### src/rtl/csa3_pipe_accumulator.sv
// csa3_pipe_accumulator: two-stage three-operand adder with optional running
// accumulator. Stage 1 reduces the operands to a sum/carry pair with a
// carry-save layer; stage 2 resolves them with a carry-propagate add and,
// when requested, folds the result into the accumulator.
// Build option: define CSA3_SAT_EN to make accumulator overflow saturate at
// all-ones instead of wrapping modulo 2^OUT_WIDTH.

module csa3_pipe_accumulator #(
  parameter int WIDTH     = 12,
  parameter int OUT_WIDTH = WIDTH + 2
) (
  input  logic                 clk,
  input  logic                 rst_n,
  input  logic                 in_valid,
  output logic                 in_ready,
  input  logic [WIDTH-1:0]     a,
  input  logic [WIDTH-1:0]     b,
  input  logic [WIDTH-1:0]     c,
  input  logic                 acc_en,
  input  logic                 acc_clr,
  output logic                 out_valid,
  input  logic                 out_ready,
  output logic [OUT_WIDTH-1:0] sum,
  output logic                 ovf
);

  logic                 s1Valid_q, s1Valid_d;
  logic [WIDTH-1:0]     s1Sum_q, s1Sum_d;
  logic [WIDTH-1:0]     s1Carry_q, s1Carry_d;
  logic                 s1AccEn_q, s1AccEn_d;
  logic                 s1AccClr_q, s1AccClr_d;

  logic                 outValid_q, outValid_d;
  logic [OUT_WIDTH-1:0] sum_q, sum_d;
  logic [OUT_WIDTH-1:0] acc_q, acc_d;
  logic                 ovf_q, ovf_d;

  logic                 inXfer;
  logic                 s2Load;
  logic [OUT_WIDTH-1:0] cpaResult;
  logic [OUT_WIDTH:0]   accTotal;
  logic [OUT_WIDTH-1:0] accOnAdd;

  // Stage 2 takes a new entry whenever stage 1 holds one and the output
  // register is empty or being drained this cycle; stage 1 can then refill
  // in the same cycle, giving full throughput with a two-entry capacity.
  assign s2Load   = s1Valid_q && (!outValid_q || out_ready);
  assign in_ready = rst_n && (!s1Valid_q || s2Load);
  assign inXfer   = in_valid && in_ready;

  assign out_valid = outValid_q;
  assign sum       = sum_q;
  assign ovf       = ovf_q;

  // Carry-save layer: bitwise sum and majority carry of the three operands.
  always_comb begin
    s1Valid_d  = s1Valid_q;
    s1Sum_d    = s1Sum_q;
    s1Carry_d  = s1Carry_q;
    s1AccEn_d  = s1AccEn_q;
    s1AccClr_d = s1AccClr_q;
    if (inXfer) begin
      s1Valid_d  = 1'b1;
      s1Sum_d    = a ^ b ^ c;
      s1Carry_d  = (a & b) | (a & c) | (b & c);
      s1AccEn_d  = acc_en;
      s1AccClr_d = acc_clr;
    end else if (s2Load) begin
      s1Valid_d = 1'b0;
    end
  end

  // Carry-propagate add plus the one-bit-wider accumulate sum used to detect overflow.
  always_comb begin
    cpaResult = OUT_WIDTH'(s1Sum_q) + (OUT_WIDTH'(s1Carry_q) << 1);
    accTotal  = {1'b0, acc_q} + {1'b0, cpaResult};
`ifdef CSA3_SAT_EN
    accOnAdd  = accTotal[OUT_WIDTH] ? {OUT_WIDTH{1'b1}} : accTotal[OUT_WIDTH-1:0];
`else
    accOnAdd  = accTotal[OUT_WIDTH-1:0];
`endif
  end

  // Output register and accumulator update; both change only on a stage-2 load.
  always_comb begin
    outValid_d = outValid_q;
    sum_d      = sum_q;
    acc_d      = acc_q;
    ovf_d      = ovf_q;
    if (s2Load) begin
      outValid_d = 1'b1;
      case ({s1AccEn_q, s1AccClr_q})
        2'b00: begin
          sum_d = cpaResult;
        end
        2'b01: begin
          sum_d = cpaResult;
          acc_d = '0;
          ovf_d = 1'b0;
        end
        2'b10: begin
          acc_d = accOnAdd;
          sum_d = accOnAdd;
          if (accTotal[OUT_WIDTH]) begin
            ovf_d = 1'b1;
          end
        end
        default: begin
          acc_d = cpaResult;
          sum_d = cpaResult;
          ovf_d = 1'b0;
        end
      endcase
    end else if (out_ready) begin
      outValid_d = 1'b0;
    end
  end

  // Control and result state with synchronous active-low reset.
  always_ff @(posedge clk) begin
    if (!rst_n) begin
      s1Valid_q  <= 1'b0;
      outValid_q <= 1'b0;
      sum_q      <= '0;
      acc_q      <= '0;
      ovf_q      <= 1'b0;
    end else begin
      s1Valid_q  <= s1Valid_d;
      outValid_q <= outValid_d;
      sum_q      <= sum_d;
      acc_q      <= acc_d;
      ovf_q      <= ovf_d;
    end
  end

  // Stage-1 payload only matters while s1Valid_q is set, so it needs no reset.
  always_ff @(posedge clk) begin
    s1Sum_q    <= s1Sum_d;
    s1Carry_q  <= s1Carry_d;
    s1AccEn_q  <= s1AccEn_d;
    s1AccClr_q <= s1AccClr_d;
  end

endmodule

### config.mk
export PLATFORM = sky130hd
export DESIGN_NAME = csa3_pipe_accumulator
export DESIGN_NICKNAME = d
export VERILOG_FILES = /design/src/rtl/csa3_pipe_accumulator.sv
export SDC_FILE = /design/constraint.sdc
export NUM_CORES = 1
export LEC_CHECK = 0
export CORE_ASPECT_RATIO = 0.9
export CORE_MARGIN = 2
export CORE_UTILIZATION = 54
export CTS_BUF_LIST = sky130_fd_sc_hd__clkbuf_16
export CTS_CLUSTER_SIZE = 10
export DETAILED_ROUTE_END_ITERATION = 16
export PLACE_DENSITY = 0.93
export SYNTH_ARGS = -nofsm -noshare
export SYNTH_HDL_FRONTEND = slang
export SYNTH_SLANG_ARGS = --single-unit
### constraint.sdc
create_clock -name clk -period 4.3 [get_ports clk]
set_clock_uncertainty 0.1 [all_clocks]
set_input_delay 0.86 -clock clk [delete_from_list [all_inputs] [get_ports clk]]
set_output_delay 0.86 -clock clk [all_outputs]
set_load 0.05 [all_outputs]
==> run_results.csv <==
group,metric,value,unit
place,portBuffers,58,
job,max_cap_viol_count,0,
logic_synthesis,synth_cell_type_count,46,
cts,numCtsBuffers,9,
cts,clock_path_buffers,2,
cells_and_area,area_delta_synth_final,25.9,%
route,wl_met3,547,um
critical_path,r2r_start,"s1Sum_q[1]",
critical_path,critPathKind,"flip-flop to flip-flop",
logic_synthesis,avgSynthCellArea,9.65,sq um
route,drt_iter0_markers,230,
logic_synthesis,ys_warn_count,0,
cts,clock_sink_count,57,
cells_and_area,nNetsFinal,517,
sta,setup_viol,0,
cts,tritoncts,"yes",
route,totalWireLength,8800,um
place,place_hpwl,6070,um
floorplanning,die_h,81.8,um
floorplanning,die_w,90.4,um
sta,relSlewSlack,50.0,%
place,preCtsSetupSlack,555,ps
critical_path,worstPathRequired,4440,ps
cts,post_cts.repair.setup_buffers,0,
route,via_per_inst,6.02,
cells_and_area,drive_above_1_share,5.24,%
critical_path,cp_data_arrival_time,3990,ps
critical_path,r2r_cells,14,
route,vias,3183,
worst_hold_path,min_path_type,"flip-flop to flip-flop",
power,power_density,398,nW/um^2
power,leakagePower,0.00186,uW
route,drtAntennaViolNets,0,
sta,clock.fmax,259,MHz
logic_synthesis,synth-seq-cells,57,
sta,rsz0062_at_grt,"false",
logic_synthesis,synth_nets,459,
sta,worst_pin_slew,749,ps
logic_synthesis,ys_seq_area_share,38.6,%
cts,cts_hold_buf,0,
power,peakVddDrop,0.282,mV
global_route,antenna_found_initial,0,
sta,drv_slew,0,
global_route,grt_usage,24.5,%
sta,tns,0,ps
logic_synthesis,ys.flop_type,"dfxtp_1",
place,post-place-cells,513,
route,top_layer,"met4",
critical_path,r2r_slack,450,ps
critical_path,crit_path_end,"acc_q[12]",
cts,htree_num_levels,3,
sta,finalCritPeriodShare,89.6,%
route,firstDrtPassIters,5,
cells_and_area,layout.cells.non_filler,529,
route,wl_per_cell,16.6,um
place,gp_congestion,0.868,
cts,cts-root-buf,"clkbuf_16",
floorplanning,ioPinCount,59,
logic_synthesis,async_flop_share,0,%
floorplanning,std_cell_rows,28,
floorplanning,die_area,7390,sq um
critical_path,cp-startpoint,"s1Sum_q[1]",
route,drt-met1-wl,3600,um
cts,ctsResizeCount,0,
logic_synthesis,synthCells,376,
cts,clk_latency,330,ps
global_route,grt_pass1_wl,14200,um
logic_synthesis,synth_edf_count,26,
route,drc,0,
sta,finalCriticalPeriod,3850,ps
floorplanning,start_util,55.4,%
critical_path,crit_fanout,4,
sta,hold_violations,0,
critical_path,worstReg2RegEnd,"acc_q[12]",
global_route,grt_remaining_overflow,0,
sta,layout_setup_ws,446,ps
route,dr_wl_met2,4460,um
critical_path,end_kind,"flip-flop",
critical_path,critPathLaunchType,"flip-flop",
global_route,grt_max_degree,35,
cts,path_clk_slew,50,ps
floorplanning,coreArea,6550,sq um
logic_synthesis,synth_area,3630,sq um
cells_and_area,antennaDiodeCount,0,
run_status,status,"complete, no violations",
global_route,grt_pass1_vias,3094,
==> cells in the final DEF, fill, tap and decap left out, types with 2 or more instances in the layout <==
| master | synthesis | routed |
|---|---|---|
| o21ai_1 | 2 | 2 |
| dfxtp_1 | 31 | 31 |
| nand2_1 | 24 | 24 |
| or2_2 | 3 | 3 |
| clkdlybuf4s50_1 | 0 | 57 |
| and2_1 | 2 | 2 |
| o21a_1 | 2 | 2 |
| a21boi_0 | 3 | 3 |
| o211a_1 | 4 | 4 |
| nand2b_1 | 8 | 8 |
| xnor2_1 | 12 | 12 |
| nor3_1 | 5 | 5 |
| mux2i_1 | 7 | 7 |
| o211ai_1 | 4 | 4 |
| fa_1 | 14 | 14 |
| a211oi_1 | 6 | 6 |
| o221ai_1 | 2 | 2 |
| inv_1 | 17 | 19 |
| buf_4 | 0 | 6 |
| clkbuf_16 | 0 | 9 |
| nor2_1 | 25 | 25 |
| edfxtp_1 | 26 | 26 |
| o21ai_0 | 33 | 33 |
| nor2b_1 | 4 | 4 |
| a21oi_1 | 37 | 37 |
| or3_1 | 4 | 4 |
| ha_1 | 27 | 27 |
| nand4_1 | 4 | 4 |
| clkinv_1 | 0 | 3 |
| a31oi_1 | 12 | 12 |
| a21o_1 | 11 | 11 |
| xor2_1 | 5 | 5 |
| nand3_1 | 12 | 12 |
==> critical path, stage by stage (launching register included) <==
cell      delay, ps
edfxtp_1        360
ha_1            240
fa_1            430
a211oi_1        280
o21ai_1         170
a31oi_1         210
xor2_1          290
inv_1            90
ha_1            350
nand3_1         120
or3_1           320
o221ai_1        200
mux2i_1         320
a41oi_1         160
o31ai_1         110
==> area by class of cell <==
class | count | area, sq um
multi-input combinational | 286 | 2100
fill | 423 | 1980
clock buffer | 9 | 225
sequential | 57 | 1400
clock inverter | 7 | 53.8
timing repair buffer | 63 | 616
tap | 90 | 113
inverter | 17 | 63.8
==> layer usage <==
metal | global-route usage, % | up-vias
met5 | 0 | -
met4 | 10.8 | 0
met3 | 6.24 | 23
met2 | 42.8 | 143
met1 | 29.2 | 1532
li1 | - | 1485
==> stage by stage <==
step                      util, %  hold slack, ps  power (uW)  area, sq um
after floorplan                 -             350         994         3630
after global placement       65.5             351        1110         4290
after detailed placement     65.5             367        1140         4290
after CTS                    69.7             372        1820         4570
after global routing         69.7             405        1900         4570
final                        69.7             365        1820         4570
==> Yosys cell counts (all sizes together), types with 2 or more instances <==
cell	instances	area (sq um)
and2	2	12.5
or2	4	25.0
nor2b	4	25.0
clkbuf	12	45.0
nand2	24	90.1
a21oi	37	185
a21boi	4	30.0
o221ai	2	17.5
a211oi	7	57.6
o211a	4	40.0
dfxtp	31	621
buf	4	22.5
nor3	5	25.0
nand3	12	60.1
xnor2	12	105
nand4	4	25.0
o21a	2	15.0
edfxtp	26	781
o211ai	4	30.0
a21o	11	82.6
or3	4	25.0
o21ai	35	175
nand2b	8	50.1
fa	14	280
inv	17	63.8
ha	27	338
a31oi	12	75.1
nor2	25	93.8
xor2	5	43.8
mux2i	7	70.1
==> kinds of logic (layout without fill, tap and decap cells) <==
logic type,after synthesis,in the layout,synth area share [%]
flops,57,57,38.6
xor+xnor,17,17,4.10
fa+ha+maj,41,41,17.0
simple gates,95,95,12.5
mux,7,7,1.93
compound gates,126,126,22.2
buf+inv,33,96,3.62
==> power by group <==
part           internal, uW  switching [uW]
registers               610            18.1
clock network           436             237
logic                   212             307
==> how the worst min path moves through the flow <==
stage	start	end	slack (ps)	cells after the start
5_1_grt	sum[1]	sum[1]	410	2
6_report	sum[1]	sum[1]	370	2
2_1_floorplan	acc_q[9]	acc_q[9]	350	2
4_1_cts	sum[1]	sum[1]	370	2
3_5_place_dp	sum[1]	sum[1]	370	2
3_3_place_gp	sum[1]	sum[1]	350	2
==> state kept, by name, summed over array words and instances, names as in the netlist <==
name / cells
acc_q: 14
sum: 14
s1Carry_q: 12
s1Sum_q: 12
out_valid: 1
ovf: 1
s1AccClr_q: 1
s1AccEn_q: 1
s1Valid_q: 1
Power figures use the tool's default switching activity.
